==> config.mk <==
export PLATFORM = sky130hd
export DESIGN_NAME = uart_tx_frame_flat
export DESIGN_NICKNAME = d
export VERILOG_FILES = /design/src/rtl/uart_tx_frame_if.sv /design/src/rtl/uart_tx_frame.sv /design/src/flat_wrapper.sv
export SDC_FILE = /design/constraint.sdc
export NUM_CORES = 1
export LEC_CHECK = 0
export BUFFER_PORTS_ARGS = -buffer_cell sky130_fd_sc_hd__clkbuf_2
export CORE_MARGIN = 4
export CORE_UTILIZATION = 58
export CTS_CLUSTER_DIAMETER = 30
export DETAILED_ROUTE_END_ITERATION = 8
export PLACE_DENSITY = 0.82
export SYNTH_ARGS = -nofsm -noshare
export SYNTH_HDL_FRONTEND = slang
export SYNTH_SLANG_ARGS = --single-unit
export TNS_END_PERCENT = 50
==> constraint.sdc <==
create_clock -name tx_clk -period 3.2 [get_ports tx_clk]
set_input_delay 0.32 -clock tx_clk [delete_from_list [all_inputs] [get_ports tx_clk]]
set_output_delay 0.32 -clock tx_clk [all_outputs]
set_load 0.02 [all_outputs]
==> src/rtl/uart_tx_frame_if.sv <==
// System-side valid/ready handshake into the UART transmitter: word, parity config, ready.
interface uart_tx_frame_if #(
  parameter int DATA_WIDTH = 8
);
  logic [DATA_WIDTH-1:0] p_data;
  logic                  data_valid;
  logic                  parity_enable;
  logic                  parity_type;
  logic                  tx_ready;

  modport master (
    output p_data, data_valid, parity_enable, parity_type,
    input  tx_ready
  );

  modport slave (
    input  p_data, data_valid, parity_enable, parity_type,
    output tx_ready
  );
endinterface

==> src/rtl/uart_tx_frame.sv <==
// UART transmitter: one frame (start, LSB-first data, optional parity, stop) per accepted word.
// Optional macro UART_TX_DATA_BUF_EN adds a one-entry holding buffer for back-to-back frames.
module uart_tx_frame #(
  parameter int DATA_WIDTH = 8
) (
  input  logic           tx_clk,
  input  logic           rst,
  uart_tx_frame_if.slave s,
  output logic           tx_out,
  output logic           busy
);
  localparam int CW = $clog2(DATA_WIDTH) + 1;

  typedef enum logic [2:0] {IDLE, START, DATA, PARITY, STOP} state_t;

  state_t                state, state_nx;
  logic [CW-1:0]         cnt, cnt_nx;
  logic                  tx_nx, busy_nx;
  logic                  accept, load_in, load_buf;
  logic                  hold_vld;
  logic [DATA_WIDTH-1:0] frame_data, shifted;
  logic                  frame_par_en, frame_par_odd;

  function automatic logic parity_bit(input logic [DATA_WIDTH-1:0] d, input logic odd);
    return odd ? ~^d : ^d;
  endfunction

  assign accept  = s.data_valid && s.tx_ready;
  assign shifted = frame_data >> cnt;

`ifdef UART_TX_DATA_BUF_EN
  logic [DATA_WIDTH-1:0] hold_data;
  logic                  hold_par_en, hold_par_odd;

  assign s.tx_ready = ~hold_vld;

  // A word accepted while a frame is on the line waits here until STOP exits.
  always_ff @(posedge tx_clk) begin
    if (rst)                  hold_vld <= 1'b0;
    else if (accept && busy)  hold_vld <= 1'b1;
    else if (load_buf)        hold_vld <= 1'b0;
  end

  always_ff @(posedge tx_clk) begin
    if (accept && busy) begin
      hold_data    <= s.p_data;
      hold_par_en  <= s.parity_enable;
      hold_par_odd <= s.parity_type;
    end
  end
`else
  assign hold_vld   = 1'b0;
  assign s.tx_ready = ~busy;
`endif

  // Frame registers are captured once per frame, so later input changes cannot leak in.
  always_ff @(posedge tx_clk) begin
    if (load_in) begin
      frame_data    <= s.p_data;
      frame_par_en  <= s.parity_enable;
      frame_par_odd <= s.parity_type;
    end
`ifdef UART_TX_DATA_BUF_EN
    else if (load_buf) begin
      frame_data    <= hold_data;
      frame_par_en  <= hold_par_en;
      frame_par_odd <= hold_par_odd;
    end
`endif
  end

  always_ff @(posedge tx_clk) begin
    if (rst) begin
      state  <= IDLE;
      cnt    <= '0;
      tx_out <= 1'b1;
      busy   <= 1'b0;
    end else begin
      state  <= state_nx;
      cnt    <= cnt_nx;
      tx_out <= tx_nx;
      busy   <= busy_nx;
    end
  end

  always_comb begin
    state_nx = state;
    cnt_nx   = cnt;
    tx_nx    = tx_out;
    busy_nx  = busy;
    load_in  = 1'b0;
    load_buf = 1'b0;
    case (state)
      IDLE: begin
        tx_nx    = 1'b1;
        busy_nx  = 1'b0;
        load_buf = hold_vld;
        load_in  = accept && !hold_vld;
        if (load_buf || load_in) begin
          state_nx = START;
          tx_nx    = 1'b0;
          busy_nx  = 1'b1;
        end
      end
      START: begin
        state_nx = DATA;
        tx_nx    = frame_data[0];
        cnt_nx   = CW'(1);
      end
      DATA: begin
        // cnt equals DATA_WIDTH once the last data bit has been on the line for a cycle.
        if (cnt == CW'(DATA_WIDTH)) begin
          cnt_nx = '0;
          if (frame_par_en) begin
            state_nx = PARITY;
            tx_nx    = parity_bit(frame_data, frame_par_odd);
          end else begin
            state_nx = STOP;
            tx_nx    = 1'b1;
          end
        end else begin
          tx_nx  = shifted[0];
          cnt_nx = cnt + CW'(1);
        end
      end
      PARITY: begin
        state_nx = STOP;
        tx_nx    = 1'b1;
      end
      STOP: begin
        state_nx = IDLE;
        tx_nx    = 1'b1;
        busy_nx  = 1'b0;
        if (hold_vld) begin
          load_buf = 1'b1;
          state_nx = START;
          tx_nx    = 1'b0;
          busy_nx  = 1'b1;
        end
      end
      default: begin
        state_nx = IDLE;
        tx_nx    = 1'b1;
        busy_nx  = 1'b0;
      end
    endcase
  end
endmodule

==> src/flat_wrapper.sv <==
// flat-port wrapper written by rule: the top's interface ports become plain ports
module uart_tx_frame_flat 
#(
  parameter int DATA_WIDTH = 8
)
  (tx_clk, rst, tx_out, busy, s_p_data, s_data_valid, s_parity_enable, s_parity_type, s_tx_ready);
  uart_tx_frame_if #(.DATA_WIDTH(DATA_WIDTH)) s_i ();
  input  logic tx_clk;
  input  logic rst;
  output logic tx_out;
  output logic busy;
  input wire logic [$bits(s_i.p_data)-1:0] s_p_data;
  input wire logic [$bits(s_i.data_valid)-1:0] s_data_valid;
  input wire logic [$bits(s_i.parity_enable)-1:0] s_parity_enable;
  input wire logic [$bits(s_i.parity_type)-1:0] s_parity_type;
  output wire logic [$bits(s_i.tx_ready)-1:0] s_tx_ready;
  assign s_i.p_data = s_p_data;
  assign s_i.data_valid = s_data_valid;
  assign s_i.parity_enable = s_parity_enable;
  assign s_i.parity_type = s_parity_type;
  assign s_tx_ready = s_i.tx_ready;
  uart_tx_frame #(.DATA_WIDTH(DATA_WIDTH)) u_core (.tx_clk(tx_clk), .rst(rst), .s(s_i), .tx_out(tx_out), .busy(busy));
endmodule
==> After elaboration in Yosys (flattened, before gate mapping) <==
Cells that the tools add are included.
{ "classes": {"n_bitwise": 1, "reduce_logical": 7, "n_eq_ne": 6, "shifts": 1, "n_addsub": 1, "muxes": 14} }
{ "ops": {"columns": ["cell", "count"], "rows": [
  ["3-bit one-hot mux with 4 select lines", 1],
  ["3-bit two-way mux", 3],
  ["4-bit one-hot mux with 2 select lines", 1],
  ["8-bit XNOR reduction", 1],
  ["8-bit parity", 1],
  ["8-bit by 4-bit right shift with 1-bit output", 1],
  ["3-bit by 2-bit == test with 1-bit output, second input constant", 2],
  ["1-bit two-way mux", 6],
  ["4-bit by 1-bit adder with 4-bit output, second input constant", 1],
  ["4-bit == test, second input constant", 1],
  ["4-bit two-way mux", 1],
  ["2-bit by 1-bit != test with 1-bit output, second input constant", 2],
  ["3-bit by 1-bit == test with 1-bit output, second input constant", 1],
  ["3-bit logical NOT", 1],
  ["1-bit one-hot mux with 3 select lines", 1],
  ["3-bit OR reduction", 1],
  ["1-bit one-hot mux with 2 select lines", 1],
  ["2-bit AND reduction", 1],
  ["2-bit nonzero test", 1],
  ["1-bit logical AND", 1],
  ["1-bit inverter", 1]
]} }
{ "totals": {"output_inout_bits": 3, "input_bits": 13, "regBits": 19} }

==> Longest topological paths before layout <==
{ "depth": {"depth_word": 5, "depth_mapped": 7, "depth_no_buf": 6} }

==> Worst setup path after synthesis <==
No wires, ideal clock.
{ "synth_timing": {"path_kind": "register to register", "from": "reg u_core.busy", "to": "reg u_core.frame_data[0] (enable)", "setup_ns": 0.404, "required_ns": 2.796, "t_arrival_ns": 1.578, "slack_ns": 1.219, "path_buffers": 0, "stages_incl_launch_ff": 3, "cell_sequence": "dfxtp_1 -> nand2b_1 -> nor4_1"} }
{ "synth_between": {"elab_chain_len": 3} }
{ "synth_lines": {"columns": ["item", "line_no", "rtl"], "rows": [
  ["start: declaration", "uart_tx_frame.sv:10", "output logic busy"],
  ["start signal: assignment", "uart_tx_frame.sv:82", "busy <= busy_nx;"],
  ["1-bit inverter", "uart_tx_frame.sv:53", "assign s.tx_ready = ~busy;"],
  ["1-bit logical AND", "uart_tx_frame.sv:28", "assign accept = s.data_valid && s.tx_ready;"],
  ["1-bit two-way mux", "uart_tx_frame.sv:93", "case (state)"],
  ["end signal: assignment", "uart_tx_frame.sv:59", "frame_data <= s.p_data;"],
  ["end: declaration", "uart_tx_frame.sv:21", "logic [DATA_WIDTH-1:0] frame_data, shifted;"]
]} }
No other way between the ends.
A chain may end at the register's enable or synchronous reset.

==> Worst setup path in the final report <==
{ "layout_timing": {"from": "reg u_core.state[0]", "to": "reg u_core.frame_data[1] (enable)"} }
{ "layout_between": {"elab_chain_len": 2} }
{ "layout_lines": {"columns": ["item", "line_no", "rtl"], "rows": [
  ["start: declaration", "uart_tx_frame.sv:16", "state_t state, state_nx;"],
  ["start signal: assignment", "uart_tx_frame.sv:79", "state <= state_nx;"],
  ["3-bit logical NOT", "uart_tx_frame.sv:93", null],
  ["1-bit two-way mux", "uart_tx_frame.sv:93", null]
]} }
No other way between the ends.

==> results by stage <==
GRT:
- The largest net degree at the start of global routing is 13.
- The number of antenna violations at the first check in global routing is 0.
- Global routing finished with a remaining overflow of 0.
- The global-route wire length before repair is about 2.4 mm.
- The via count of the first global-routing pass is 600.
- Global routing consumed, over all layers together, around 13% of the routing resources.

Power:
- The share of power burned in registers is 58.4%.
- The share of total power dissipated in the clock network is between 20% and 30%.
- The total power per unit cell area is approximately 470 nW/um^2.
- In this run the power spent charging and discharging nets is between 0.1 and 0.15 mW.
- In this run, the combinational gates consume approximately 18% of the power.
- The total leakage power is roughly 0.42 nW.
- The cell internal power dissipation is roughly 0.37 mW.
- The maximum resistive drop on vdd is between 0.3 and 0.4 mV.
- Net switching is 26.9% of the power.

Setup path:
- In this run the number of cells on the critical path is 1.
- The cell family contributing the most delay on the critical path is simple AND/OR/NAND/NOR gates.
- The worst setup path is launched from a flip-flop.
- The data arrival time of the worst path is 1.62 ns.
- STA classifies the critical path endpoint as a flip-flop.
- The critical path in this run is classified as reg -> reg.
- The critical path goes through nor4_2.
- Data on the critical path is required at its endpoint by 3.13 ns.
- Of all nets on the critical path, the largest fanout is 10.
- In this design, the stage delay of the slowest critical-path cell is slightly above 0.9 ns.
- The register-to-register path setup slack is between 1.5 and 2 ns.
- The highest-delay cell along the critical path is sky130_fd_sc_hd__nor4_2.
- For the worst flop-to-flop path, the logic depth is 1.
- The count of buffer and inverter cells on the critical path is 0.

Clock tree:
- The number of cells upsized or downsized after cts is 0.
- The TritonCTS buffer count is 3.
- The clock latency at the later pin of the worst-skew pair is 0.30 ns.
- In this run the number of H-tree levels came out at 1.
- The count of hold buffers inserted by post-cts repair is 0.
- The longest clock path from root to sink contains 2 buffers.
- Post-CTS timing repair inserted 0 buffers for setup.
- TritonCTS built the clock tree.
- The clock sink count is 19.
- The cell at the root of the clock tree is sky130_fd_sc_hd__clkbuf_4.
- Clock-pin slew was measured on the worst setup and hold paths at about 0.11 ns.

Timing:
- The hold slack is 0.189 ns.
- For this run, the top clock speed supported by timing is approximately 590 MHz.
- The final setup violation count is 0.
- The final critical-path required period is between 1.5 and 2 ns.
- The worst setup skew after layout is 0.00431 ns.
- The number of pins exceeding their max-slew limit in the final report came to 0.
- Setup repair after global routing left no endpoint under its margin.
- For the pin with the worst max-slew slack, the measured transition is 1.02 ns.
- The worst path uses ~53% of the clock period.
- The post-route setup TNS is 0 ns.
- The headroom to the max-slew limit is between 30% and 40%.
- The count of endpoints failing hold in the final timing report is 0.

Routing:
- The per-cell via count in the routed design is between 5 and 6.
- The final route contains ~670 vias.
- The violation count after the first detailed-routing iteration is 7.
- The final routed wirelength across all metal layers is around 1.4 mm.
- The first detailed-routing pass took 4 iterations.
- The post-detailed-route count of antenna-violating nets is 0.
- After detailed routing, the number of remaining DRC violations is 0.
- The post-detailed-route wirelength per cell is between 10 and 15 um.

Synthesis:
- The most frequently used flop master after synthesis is sky130_fd_sc_hd__edfxtp_1.
- The async set-reset flop share out of synthesis is 0%.
- The area share of fa/ha/maj cells after synthesis is between 2 and 3%.
- Counting flops with a built-in enable in the synthesized netlist gives 10.
- Sequential cells were found to cover between 40 and 50% of the synthesized design area.
- The xor/xnor share of the synthesized area is approximately 7.5%.
- The cell area that synthesis handed to floorplanning was between 900 and 1000 um^2.
- The commonest cells after synthesis are 12 x sky130_fd_sc_hd__nor2_1, 10 x sky130_fd_sc_hd__edfxtp_1, 9 x sky130_fd_sc_hd__dfxtp_1, 6 x sky130_fd_sc_hd__inv_1, 5 x sky130_fd_sc_hd__nand2_1.
- The top cell type by area accounts for around 30% of the synthesized area.
- The multiplexer share of the synthesized area is under 10%.
- Among all cell types in the netlist, the one instantiated most often is sky130_fd_sc_hd__nor2_1.
- Synthesis inferred 19 register bits.
- The area fraction in compound gates after synthesis is 8.28%.
- Synthesis produced 91 cells.
- The count of unique library cells instantiated by Yosys is 35.
- Ranked by total cell area, the synthesized netlist is headed by sky130_fd_sc_hd__edfxtp_1 30%, sky130_fd_sc_hd__dfxtp_1 18%, sky130_fd_sc_hd__buf_6 4.5%.
- The mean cell area of the mapped netlist is 11.0 um^2.
- The number of warnings reported in the yosys synthesis log is 0.
- The synthesized netlist net count is 106.
- The dominant combinational cell family by area after synthesis is simple AND/OR/NAND/NOR gates.
- The leading area contributor after synthesis is sky130_fd_sc_hd__edfxtp_1.
- Of the total synthesized cell area, the portion taken by AND, OR, NAND and NOR gates is between 10% and 20%.

Placed design:
- Input and output buffers added on the ports amount to 15.
- The HPWL after detailed placement is between 1 and 1.5 mm.
- The weighted congestion reported at the end of routability-driven placement is 0.851.

Run:
- The max-capacitance violation count is 0.

Die:
- The floorplan step defined a die boundary enclosing 2450 um^2.
- The die boundary width is 49.5 um.
- In this run the standard cell core region covers about 1600 um^2.
- In this run the core area contains 14 standard-cell rows.
- The effective utilization at floorplan is between 60% and 70%.
- The die is 49.5 um tall.
- The I/O pin total is 16.

Worst hold path:
- The class of the tightest hold or removal check is in -> reg.
- Along the worst hold path, the cell count comes to 1.

Cells and area:
- The register area is just under 500 um^2.
- 0 antenna diodes ended up in the layout.
- The post-route netlist has 24.8% of its cells at a drive strength greater than 1.
- From synthesis to final layout, the design area changed by 7.90%.
- The footprint of the multi-input gates is 448 um^2.
- After filler insertion, the fill cell instance count of the layout stands at 115.
- The number of nets in the final layout is between 100 and 150.

Status:
- The flow ran to the end, and the final reports show no timing, DRC or antenna violations.
power groups by stage:
stage | registers [mW] | clock network, mW | logic, mW
2_1_floorplan | 0.298 | 0 | 0.0786
3_3_place_gp | 0.301 | 0 | 0.0886
3_5_place_dp | 0.302 | 0 | 0.0900
4_1_cts | 0.297 | 0.125 | 0.0904
5_1_grt | 0.300 | 0.141 | 0.101
6_report | 0.297 | 0.122 | 0.0898
worst paths after layout:
check                               startpoint                             end
setup reg to reg  u_core.state[0]$_SDFFE_PP0P_  u_core.frame_data[1]$_DFFE_PP_
setup / recovery  u_core.state[0]$_SDFFE_PP0P_  u_core.frame_data[1]$_DFFE_PP_
hold reg to reg     u_core.cnt[3]$_SDFFE_PP0P_      u_core.cnt[3]$_SDFFE_PP0P_
hold / removal                     s_p_data[4]  u_core.frame_data[4]$_DFFE_PP_
registers in the layout (all words and copies together), names as in the netlist:
| register | cells |
|---|---|
| u_core.frame_data | 8 |
| u_core.cnt | 4 |
| u_core.state | 3 |
| u_core.busy | 1 |
| u_core.frame_par_en | 1 |
| u_core.frame_par_odd | 1 |
| u_core.tx_out | 1 |
final cells by class:
cell class	count	share of cell area, %
clock buffer	3	2.09
sequential	19	44.7
tap	16	1.86
inverter	6	2.09
clock inverter	1	0.698
multi-input combinational	61	41.6
timing repair buffer	15	6.98
per-stage QoR:
stage	setup slack (ns)	utilization [%]	cell area [um^2]	total power, mW	instances
after detailed placement	1.53	67.1	1050	0.392	117
after CTS	1.51	69.0	1080	0.512	121
final	1.51	69.0	1080	0.509	121
after floorplan	1.22	-	997	0.376	91
after global routing	1.37	69.0	1080	0.541	121
after global placement	1.55	67.1	1050	0.390	117
routing by layer:
layer  track usage (%)  part of all wire (%)  vias up
li1                  -                     -      348
met1              16.6                    48      298
met2              20.1                    45       17
met3              2.71                   4.9        4
met4              6.91                   2.1        0
met5                 0                     0        -
placed cells by master (no fill, tap or decap), types with 2 or more instances in the layout:
master and n:
sky130_fd_sc_hd__a21oi_1 3, sky130_fd_sc_hd__a31oi_1 2, sky130_fd_sc_hd__clkbuf_2 15, sky130_fd_sc_hd__clkbuf_4 3, sky130_fd_sc_hd__dfxtp_1 9, sky130_fd_sc_hd__edfxtp_1 10
sky130_fd_sc_hd__ha_1 2, sky130_fd_sc_hd__inv_1 6, sky130_fd_sc_hd__mux2i_1 3, sky130_fd_sc_hd__nand2_1 5, sky130_fd_sc_hd__nand2b_1 2, sky130_fd_sc_hd__nor2_1 12
sky130_fd_sc_hd__nor2b_1 2, sky130_fd_sc_hd__nor3_1 2, sky130_fd_sc_hd__nor4_1 2, sky130_fd_sc_hd__o21ai_0 2, sky130_fd_sc_hd__xnor2_1 3, sky130_fd_sc_hd__xor2_1 3
logic make-up (layout without fill, tap and decap cells):
| family | Yosys count | in the layout |
|---|---|---|
| and+or+nand+nor | 35 | 35 |
| DFF | 19 | 19 |
| AOI/OAI and AO/OA | 12 | 12 |
| buffers and inverters | 11 | 25 |
| xor gates and xnor gates | 7 | 7 |
| muxes | 5 | 5 |
| adders and majority gates | 2 | 2 |
Note: power is estimated with default switching activity, not from simulation.
